### config.mk
export PLATFORM = sky130hd
export DESIGN_NAME = ieee_adder_sched
export DESIGN_NICKNAME = d
export VERILOG_FILES = /design/src/rtl/ieee_pkg.sv /design/src/rtl/ieee_rsp_fifo.sv /design/src/rtl/ieee_adder_sched.sv
export SDC_FILE = /design/constraint.sdc
export NUM_CORES = 1
export LEC_CHECK = 0
export BUFFER_PORTS_ARGS = -buffer_cell sky130_fd_sc_hd__clkbuf_2
export CORE_AREA = 2 2 177 179
export DETAILED_ROUTE_END_ITERATION = 8
export DIE_AREA = 0 0 179 181
export PLACE_DENSITY_LB_ADDON = 0.08
export SETUP_SLACK_MARGIN = 0.15
export SYNTH_ARGS = -nofsm -noshare
export SYNTH_HDL_FRONTEND = slang
export SYNTH_HIERARCHICAL = 1
export SYNTH_SLANG_ARGS = --single-unit
### constraint.sdc
create_clock -name clock_in -period 7 [get_ports clock_in]
set_clock_uncertainty 0.1 [all_clocks]
set_input_delay 0.35 -clock clock_in [delete_from_list [all_inputs] [get_ports clock_in]]
set_output_delay 0.35 -clock clock_in [all_outputs]
set_load 0.1 [all_outputs]
### src/rtl/ieee_pkg.sv
// Shared IEEE-754 single-precision constants and op encodings for the FP adder
// scheduling slice.
package ieee_pkg;

    localparam int unsigned FP_WIDTH  = 32;
    localparam int unsigned FP_SIGN   = 31;
    localparam int unsigned FP_EXP_HI = 30;
    localparam int unsigned FP_EXP_LO = 23;
    localparam int unsigned FP_MAN_HI = 22;
    localparam int unsigned FP_MAN_LO = 0;

    typedef enum logic {
        OP_ADD = 1'b0,
        OP_SUB = 1'b1
    } fp_op_e;

endpackage

### src/rtl/ieee_rsp_fifo.sv
// Show-ahead response FIFO; the head data reads as zero while the FIFO is empty,
// so stale RAM contents never reach the outputs.
module ieee_rsp_fifo #(
    parameter int unsigned WIDTH = 32,
    parameter int unsigned DEPTH = 4
) (
    input  logic             clk,
    input  logic             rst,
    input  logic             push,
    input  logic [WIDTH-1:0] push_data,
    input  logic             pop,
    output logic             head_valid,
    output logic [WIDTH-1:0] head_data
);

    localparam int unsigned AW = (DEPTH > 1) ? $clog2(DEPTH) : 1;
    localparam int unsigned CW = $clog2(DEPTH + 1);

    logic [WIDTH-1:0] mem [DEPTH];
    logic [AW-1:0]    wr_ptr;
    logic [AW-1:0]    rd_ptr;
    logic [CW-1:0]    count;
    logic             do_push;
    logic             do_pop;

    function automatic logic [AW-1:0] bump(input logic [AW-1:0] p);
        return (p == AW'(DEPTH - 1)) ? '0 : p + 1'b1;
    endfunction

    // A write into a full FIFO is legal only when the head leaves on the same edge.
    assign do_pop     = pop && (count != '0);
    assign do_push    = push && ((count != CW'(DEPTH)) || do_pop);
    assign head_valid = (count != '0);
    assign head_data  = head_valid ? mem[rd_ptr] : '0;

    always_ff @(posedge clk) begin
        if (do_push) begin
            mem[wr_ptr] <= push_data;
        end
    end

    always_ff @(posedge clk or posedge rst) begin
        if (rst) begin
            wr_ptr <= '0;
            rd_ptr <= '0;
            count  <= '0;
        end else begin
            if (do_push) begin
                wr_ptr <= bump(wr_ptr);
            end
            if (do_pop) begin
                rd_ptr <= bump(rd_ptr);
            end
            unique case ({do_push, do_pop})
                2'b10:   count <= count + 1'b1;
                2'b01:   count <= count - 1'b1;
                default: count <= count;
            endcase
        end
    end

endmodule

### src/rtl/ieee_adder_sched.sv
// Round-robin scheduler sharing one pipelined ieee_adder among NUM_REQ clients,
// with a latency-matched tag pipeline and a credit-protected response FIFO.
module ieee_adder_sched
    import ieee_pkg::*;
#(
    parameter int unsigned NUM_REQ       = 4,
    parameter int unsigned ADDER_LATENCY = 3,
    parameter int unsigned RSP_DEPTH     = 4
) (
    input  logic                        clock_in,
    input  logic                        reset_in,
    input  logic [NUM_REQ-1:0]          req_valid,
    output logic [NUM_REQ-1:0]          req_ready,
    input  logic [FP_WIDTH*NUM_REQ-1:0] req_a,
    input  logic [FP_WIDTH*NUM_REQ-1:0] req_b,
    input  logic [NUM_REQ-1:0]          req_sub,
    output logic                        rsp_valid,
    input  logic                        rsp_ready,
    output logic [$clog2(NUM_REQ)-1:0]  rsp_id,
    output logic [FP_WIDTH-1:0]         rsp_result,
    output logic [FP_WIDTH-1:0]         adder_a,
    output logic [FP_WIDTH-1:0]         adder_b,
    output logic                        adder_add_sub,
    input  logic [FP_WIDTH-1:0]         adder_c
);

    localparam int unsigned ID_W = $clog2(NUM_REQ);
    localparam int unsigned CW   = $clog2(RSP_DEPTH + 1);

    logic [ID_W-1:0]          rr_ptr;
    logic [ID_W-1:0]          grant_idx;
    logic [ID_W-1:0]          cand;
    logic                     grant_found;
    logic                     accept;
    logic                     pop;
    logic [CW-1:0]            credits;
    fp_op_e                   issue_op;
    logic [ADDER_LATENCY-1:0] tag_valid;
    logic [ID_W-1:0]          tag_id [ADDER_LATENCY];

    always_comb begin
        grant_found = 1'b0;
        grant_idx   = '0;
        cand        = '0;
        for (int unsigned k = 0; k < NUM_REQ; k++) begin
            cand = ID_W'((32'(rr_ptr) + k) % NUM_REQ);
            if (!grant_found && req_valid[cand]) begin
                grant_found = 1'b1;
                grant_idx   = cand;
            end
        end
    end

    // Gating with reset keeps req_ready low for the whole reset pulse, not just after an edge.
    assign accept = grant_found && (credits != '0) && !reset_in;
    assign pop    = rsp_valid && rsp_ready;

    always_comb begin
        req_ready = '0;
        if (accept) begin
            req_ready[grant_idx] = 1'b1;
        end
    end

    always_ff @(posedge clock_in or posedge reset_in) begin
        if (reset_in) begin
            rr_ptr   <= '0;
            adder_a  <= '0;
            adder_b  <= '0;
            issue_op <= OP_ADD;
        end else if (accept) begin
            rr_ptr   <= (grant_idx == ID_W'(NUM_REQ - 1)) ? '0 : grant_idx + 1'b1;
            adder_a  <= req_a[grant_idx*FP_WIDTH +: FP_WIDTH];
            adder_b  <= req_b[grant_idx*FP_WIDTH +: FP_WIDTH];
            issue_op <= fp_op_e'(req_sub[grant_idx]);
        end
    end

    assign adder_add_sub = issue_op;

    always_ff @(posedge clock_in or posedge reset_in) begin
        if (reset_in) begin
            tag_valid <= '0;
            for (int unsigned s = 0; s < ADDER_LATENCY; s++) begin
                tag_id[s] <= '0;
            end
        end else begin
            tag_valid[0] <= accept;
            tag_id[0]    <= grant_idx;
            for (int unsigned s = 1; s < ADDER_LATENCY; s++) begin
                tag_valid[s] <= tag_valid[s-1];
                tag_id[s]    <= tag_id[s-1];
            end
        end
    end

    // Credits count free FIFO slots not yet promised to an in-flight operation.
    always_ff @(posedge clock_in or posedge reset_in) begin
        if (reset_in) begin
            credits <= CW'(RSP_DEPTH);
        end else begin
            unique case ({accept, pop})
                2'b10:   credits <= credits - 1'b1;
                2'b01:   credits <= credits + 1'b1;
                default: credits <= credits;
            endcase
        end
    end

    ieee_rsp_fifo #(
        .WIDTH (ID_W + FP_WIDTH),
        .DEPTH (RSP_DEPTH)
    ) u_rsp_fifo (
        .clk        (clock_in),
        .rst        (reset_in),
        .push       (tag_valid[ADDER_LATENCY-1]),
        .push_data  ({tag_id[ADDER_LATENCY-1], adder_c}),
        .pop        (rsp_ready),
        .head_valid (rsp_valid),
        .head_data  ({rsp_id, rsp_result})
    );

endmodule

After elaboration in Yosys (flattened, before gate mapping)

Memories as Yosys holds them, arrays and structs flattened.
Cells that the tools add are included.
Widths: inputs -> output; s select.

Memories kept: 1
Bits in writable memories: 136
Bits in registers: 86
Input bits: 299
Output and inout port bits: 104

Memories:

| name           | depth | bits a word | rd ports | clocked after Yosys merged registers in | wr ports | RTL line            | source |
|---|---|---|---|---|---|---|---|
| u_rsp_fifo.mem | 4     | 34          | 1        | 0                                       | 1        | ieee_rsp_fifo.sv:19 | `logic [WIDTH-1:0] mem [DEPTH];` |

Add/subtract/negate cells: 10
Eq/ne operators: 8
Multiplexer cells: 29
Order comparisons: 6
Reduce and logical (&&, ||, !) cells: 17
Shift-type cells: 2

Operators by type and width:

| cell                | number |
|---|---|
| $shiftx 128x8->32   | 2 |
| $mux 34             | 1 |
| $lt 2x3->1 const B  | 5 |
| $mux 2              | 7 |
| $mux 1              | 12 |
| $pmux 3 s2          | 2 |
| $bmux 1 s2          | 5 |
| $eq 2x2->1 const B  | 5 |
| $add 2x1->2 const B | 4 |
| $logic_and 1x1->1   | 8 |
| $add 3x1->3 const B | 2 |
| $reduce_bool 3->1   | 2 |
| $sub 3x1->3 const B | 2 |
| $add 2x2->2 const B | 2 |
| $eq 2x1->1 const B  | 2 |
| $logic_not 1->1     | 4 |
| $mux 4              | 1 |
| $reduce_bool 2->1   | 2 |
| $ne 3x3->1 const B  | 1 |
| $demux 1 s2         | 1 |
| $ge 2x1->1 const B  | 1 |
| $logic_or 1x1->1    | 1 |

Longest topological paths before layout

Word-level depth: 17
Depth in mapped cells: 10
Mapped depth without buffers: 8

Cells and area by module

Netlist, hierarchy kept.

Modules (own cells, without submodules):

| module           | area an instance (um^2) | sequential area each (um^2) | instances | cells an instance |
|---|---|---|---|---|
| ieee_rsp_fifo    | 5715.5                  | 4259.1                      | 1         | 273 |
| ieee_adder_sched | 4764.6                  | 1978.1                      | 1         | 420 |

Least setup slack after synthesis

Ideal clock, no wire load.

Kind: register to register
Start point: register u_rsp_fifo.count[2]
End point: register credits[2]
Path buffers: 2
Arrival: 2.892 ns
Setup time: 0.075 ns
Setup slack: 3.934 ns
Clock period less this slack: 3.066 ns
Cell stages (with the launch flop): 11
Data required time: 6.825 ns
Cell sequence: dfrtp_1 or3_1 clkbuf_2 clkbuf_1 and2_1 ha_1 inv_1 fa_1 xor2_1 nor2_1 xor2_1

Longest elaborated chain between the ends: 4

Ends and longest elaborated chain:

| element                                                | RTL line                | source |
|---|---|---|
| start, declared                                        | ieee_rsp_fifo.sv:22     | `logic [CW-1:0] count;` |
| start signal, assigned                                 | ieee_rsp_fifo.sv:55     | `2'b10: count <= count + 1'b1;` |
| start signal, assigned                                 | ieee_rsp_fifo.sv:56     | `2'b01: count <= count - 1'b1;` |
| start signal, assigned                                 | ieee_rsp_fifo.sv:57     | `default: count <= count;` |
| $reduce_bool 3->1 (*)                                  | ieee_rsp_fifo.sv:33     | `assign head_valid = (count != '0);` |
| via rsp_valid                                          | ieee_adder_sched.sv:17  | `output logic rsp_valid,` |
| $logic_and 1x1->1 (*)                                  | ieee_adder_sched.sv:56  | `assign pop = rsp_valid && rsp_ready;` |
| $eq 2x1->1 / $eq 2x2->1 (equally long branches)        | ieee_adder_sched.sv:102 | `unique case ({accept, pop})` |
| $pmux 3 s2 / $reduce_bool 2->1 (equally long branches) | --                      |  |
| end signal, assigned                                   | ieee_adder_sched.sv:103 | `2'b10: credits <= credits - 1'b1;` |
| end signal, assigned                                   | ieee_adder_sched.sv:104 | `2'b01: credits <= credits + 1'b1;` |
| end signal, assigned                                   | ieee_adder_sched.sv:105 | `default: credits <= credits;` |
| end, declared                                          | ieee_adder_sched.sv:36  | `logic [CW-1:0] credits;` |

Mark *: on every way through the listed nets, which the timed path passes. The rest lies on a longest branch.
A chain may end at the register's enable or synchronous reset.

Final worst setup path

Start point: register rr_ptr[0]
End point: output port req_ready[3]

Longest elaborated chain between the ends: 17

Ends and longest elaborated chain:

| element                                                               | RTL line               | source |
|---|---|---|
| start, declared                                                       | ieee_adder_sched.sv:30 | `logic [ID_W-1:0] rr_ptr;` |
| start signal, assigned                                                | ieee_adder_sched.sv:72 | `rr_ptr <= (grant_idx == ID_W'(NUM_REQ - 1)) ? '0 : grant_idx + 1'b1;` |
| parallel branches: the longest is 11 deep, another holds $add 2x1->2  | --                     |  |
| $mux 2 (*)                                                            | ieee_adder_sched.sv:47 | `if (!grant_found && req_valid[cand]) begin` |
| via grant_idx[1]                                                      | ieee_adder_sched.sv:31 | `logic [ID_W-1:0] grant_idx;` |
| $lt 2x3->1 (implied by the code) / $ge 2x1->1 (equally long branches) | ieee_adder_sched.sv:61 | `req_ready[grant_idx] = 1'b1;` |
| $logic_and 1x1->1 (implied by the code)                               | ieee_adder_sched.sv:61 |  |
| $mux 1 (implied by the code)                                          | ieee_adder_sched.sv:61 |  |
| $demux 1 s2 (*)                                                       | ieee_adder_sched.sv:61 |  |
| $mux 4 (*)                                                            | ieee_adder_sched.sv:60 | `if (accept) begin` |
| end, declared                                                         | ieee_adder_sched.sv:13 | `output logic [NUM_REQ-1:0] req_ready,` |

Mark *: on every way through the listed nets, which the timed path passes. The select of a mux whose other input is x is not followed.

==> results.py <==
metrics = {
    "clocking": {
        "clk_pin_slew_ps": 60,
        "cts_root_buf": "clkbuf_16",
        "cts_setup_buffers": 0,
        "cts_num_sinks": 222,
        "numCtsBuffers": 25,
        "cts_tree": "done",
        "clk_latency_ps": 510,
        "clk_path_buf_depth": 3,
        "htreeDepth": 1,
    },
    "final_layout": {
        "drive_gt1_frac": 0.440,
        "layout_commonest_cell": "clkbuf_2",
        "final_cell_mix": "402 x clkbuf_2, 136 x edfxtp_1, 130 x mux2i_1, 84 x dfrtp_1, 72 x nand2_1",
        "syn2layout_area_growth_pct": 31.5,
        "fillCellCount": 2779,
        "nets": 1423,
    },
    "global_routing": {
        "grt_pass1_wl_um": 44300,
        "grtUsageMet3": 0.0377,
        "grt_max_degree": 131,
        "antenna_found_initial": 1,
        "grt_usage": 0.179,
        "overflow": 0,
        "gr-max-usage-layer": "met2",
        "grt_use_met1": 0.221,
        "first_global_vias": 7795,
        "grt_util_met2": 0.316,
    },
    "worst_setup_path": {
        "critPathMaxStageDelay_ps": 510,
        "required_ps": 6550,
        "cp_top_family": "buffers and inverters",
        "slowest_stage": "buf_12",
        "arrival_ps": 2870,
        "worst-setup-path-type": "flip-flop to output port",
        "cp_max_fo": 130,
        "critPathBufInv": 3,
        "cp-end-kind": "output port",
        "path_cells": "nor2b_1 -> nand3_1 -> nand3_4 -> buf_12 -> inv_1 -> ha_1 -> and2_1 -> clkbuf_2",
        "start_kind": "flip-flop",
    },
    "logic_synthesis": {
        "synth_area_leaders": "edfxtp_1 39%, dfrtp_1 20%, mux2i_1 12%, mux4_2 6.0%, o221ai_1 5.3%",
        "async_reset_ff_frac": 0.387,
        "yosysTopAreaCell": "edfxtp_1",
        "syn_inst": 693,
        "ys.flop_type": "edfxtp_1",
        "yosys_warnings": 6,
        "ys_types": 45,
        "synth_area_mm2": 0.0105,
        "synth_seq_cells": 222,
        "synth_edf_count": 136,
        "syn-num-nets": 1004,
        "syn_area_per_cell_um2": 15.1,
        "synth_top_area_share": 0.390,
        "seq_area_frac_synth": 0.595,
    },
    "sta": {
        "setup_tns_ps": 0,
        "finalSetupViolCount": 0,
        "fin_crit_sh": 0.475,
        "hold-worst-slack_ps": 49.9,
        "max_freq_mhz": 301,
        "tightest_slew_ps": 1020,
        "slew_headroom": 0.322,
        "fin_crit_ps": 3320,
        "finalMaxSlewViolations": 0,
        "final_hold_viol_count": 0,
        "rsz0062_at_grt": "no",
    },
    "routing": {
        "ant_nets": 0,
        "vias": 7379,
        "avgViaCountPerCell": 4.83,
        "wl_um": 29100,
        "drc": 0,
        "wl_per_cell_um": 19.1,
        "drtIter0Drc": 334,
        "dr.pass1.iters": 4,
    },
    "placement": {
        "dp_hpwl_um": 20700,
        "routabilityCongestion": 0.843,
        "io_buffers": 402,
    },
    "floorplanning": {
        "dieArea_mm2": 0.0324,
        "io_pins": 403,
        "initial_core_util": 0.345,
        "rows": 64,
        "die_h_um": 181,
        "core-area_mm2": 0.0303,
        "die_w_um": 179,
    },
    "job": {
        "maxCapViolCount": 0,
    },
    "worst_hold_path": {
        "hp-class": "primary input to flip-flop",
    },
    "run_status": {
        "outcome": "finished clean",
    },
}
layout make-up:
class,count,area (um^2),area share
Antenna cell,2,5.00,0.000363
Sequential cell,222,6240,0.453
Tap cell,396,495,0.0360
Clock inverter,7,86.3,0.00627
Multi-Input combinational cell,406,3730,0.271
Timing Repair Buffer,443,2410,0.175
Inverter,14,58.8,0.00427
Clock buffer,38,746,0.0541
registers in the layout, summed over array words and instances, names as in the netlist:
register           cells
adder_a               32
adder_add_sub          1
adder_b               32
credits                3
rr_ptr                 2
tag_id                 6
tag_valid              3
u_rsp_fifo/count       3
u_rsp_fifo/mem       136
u_rsp_fifo/rd_ptr      2
u_rsp_fifo/wr_ptr      2
synthesized netlist by cell type, types with 3 or more instances:
master      n
nor2_1      8
dfrtp_1    85
edfxtp_1  136
mux4_1      6
mux2_2      5
buf_6       9
nand3_1     3
inv_1      11
ha_1       10
mux2i_1   130
o221ai_1   64
and2_1     43
buf_12     11
nor2b_1     4
mux4_2     28
nand2_1    72
clkbuf_1   12
xor2_1      3
buf_2      17
worst paths after layout:
kind	to	startpoint	slack, ps	depth (start not counted)
worst max-delay path	req_ready[3]	rr_ptr[0]	3680	8
worst min-delay path	adder_b[21]	req_b[85]	50	3
worst max register to register	adder_b[13]	credits[0]	4170	7
worst min register to register	tag_id[0]	tag_id[2]	250	0
max in group asynchronous	adder_b[12]	reset_in	5400	4
min in group asynchronous	rr_ptr[1]	reset_in	260	3
per-layer routing:
metal / up-vias / share of wire
li1: 3516 / -
met1: 3585 / 0.40
met2: 239 / 0.52
met3: 39 / 0.060
met4: 0 / 0.020
met5: - / 0
worst register-to-register path, delay by kind of cell, from the launching register on:
family,cells,cell delay (ps)
flops,1,420
simple gates,3,640
compound gates,1,270
buf+inv,3,1260
metrics by stage:
stage	instances	util	setup slack, ps	cell area (um^2)
finish	1528	0.454	3680	13800
global route	1527	0.454	3390	13800
CTS	1526	0.454	3560	13800
detailed placement	1448	0.415	3890	12600
global placement	1448	0.415	3950	12600
floorplan	693	-	3930	10500
cells by family after synthesis:
family / after synthesis / synth area share
multiplexers: 169 / 0.205
buffers and inverters: 65 / 0.0505
AO/OA/AOI/OAI: 81 / 0.0659
XOR/XNOR: 5 / 0.00418
flip-flops: 222 / 0.595
AND/OR/NAND/NOR: 139 / 0.0638
adder cells (fa/ha/maj): 12 / 0.0158
timing repair:
action | 4_1_cts | 5_1_grt
hold buffers | 33 | 0
endpoints found under the hold margin | 150 | 0
gates resized for setup | 0 | 0
Power is left out: the tool's default activity adds up to more than one toggle a clock period on the data nets, which glitch-free logic cannot reach.
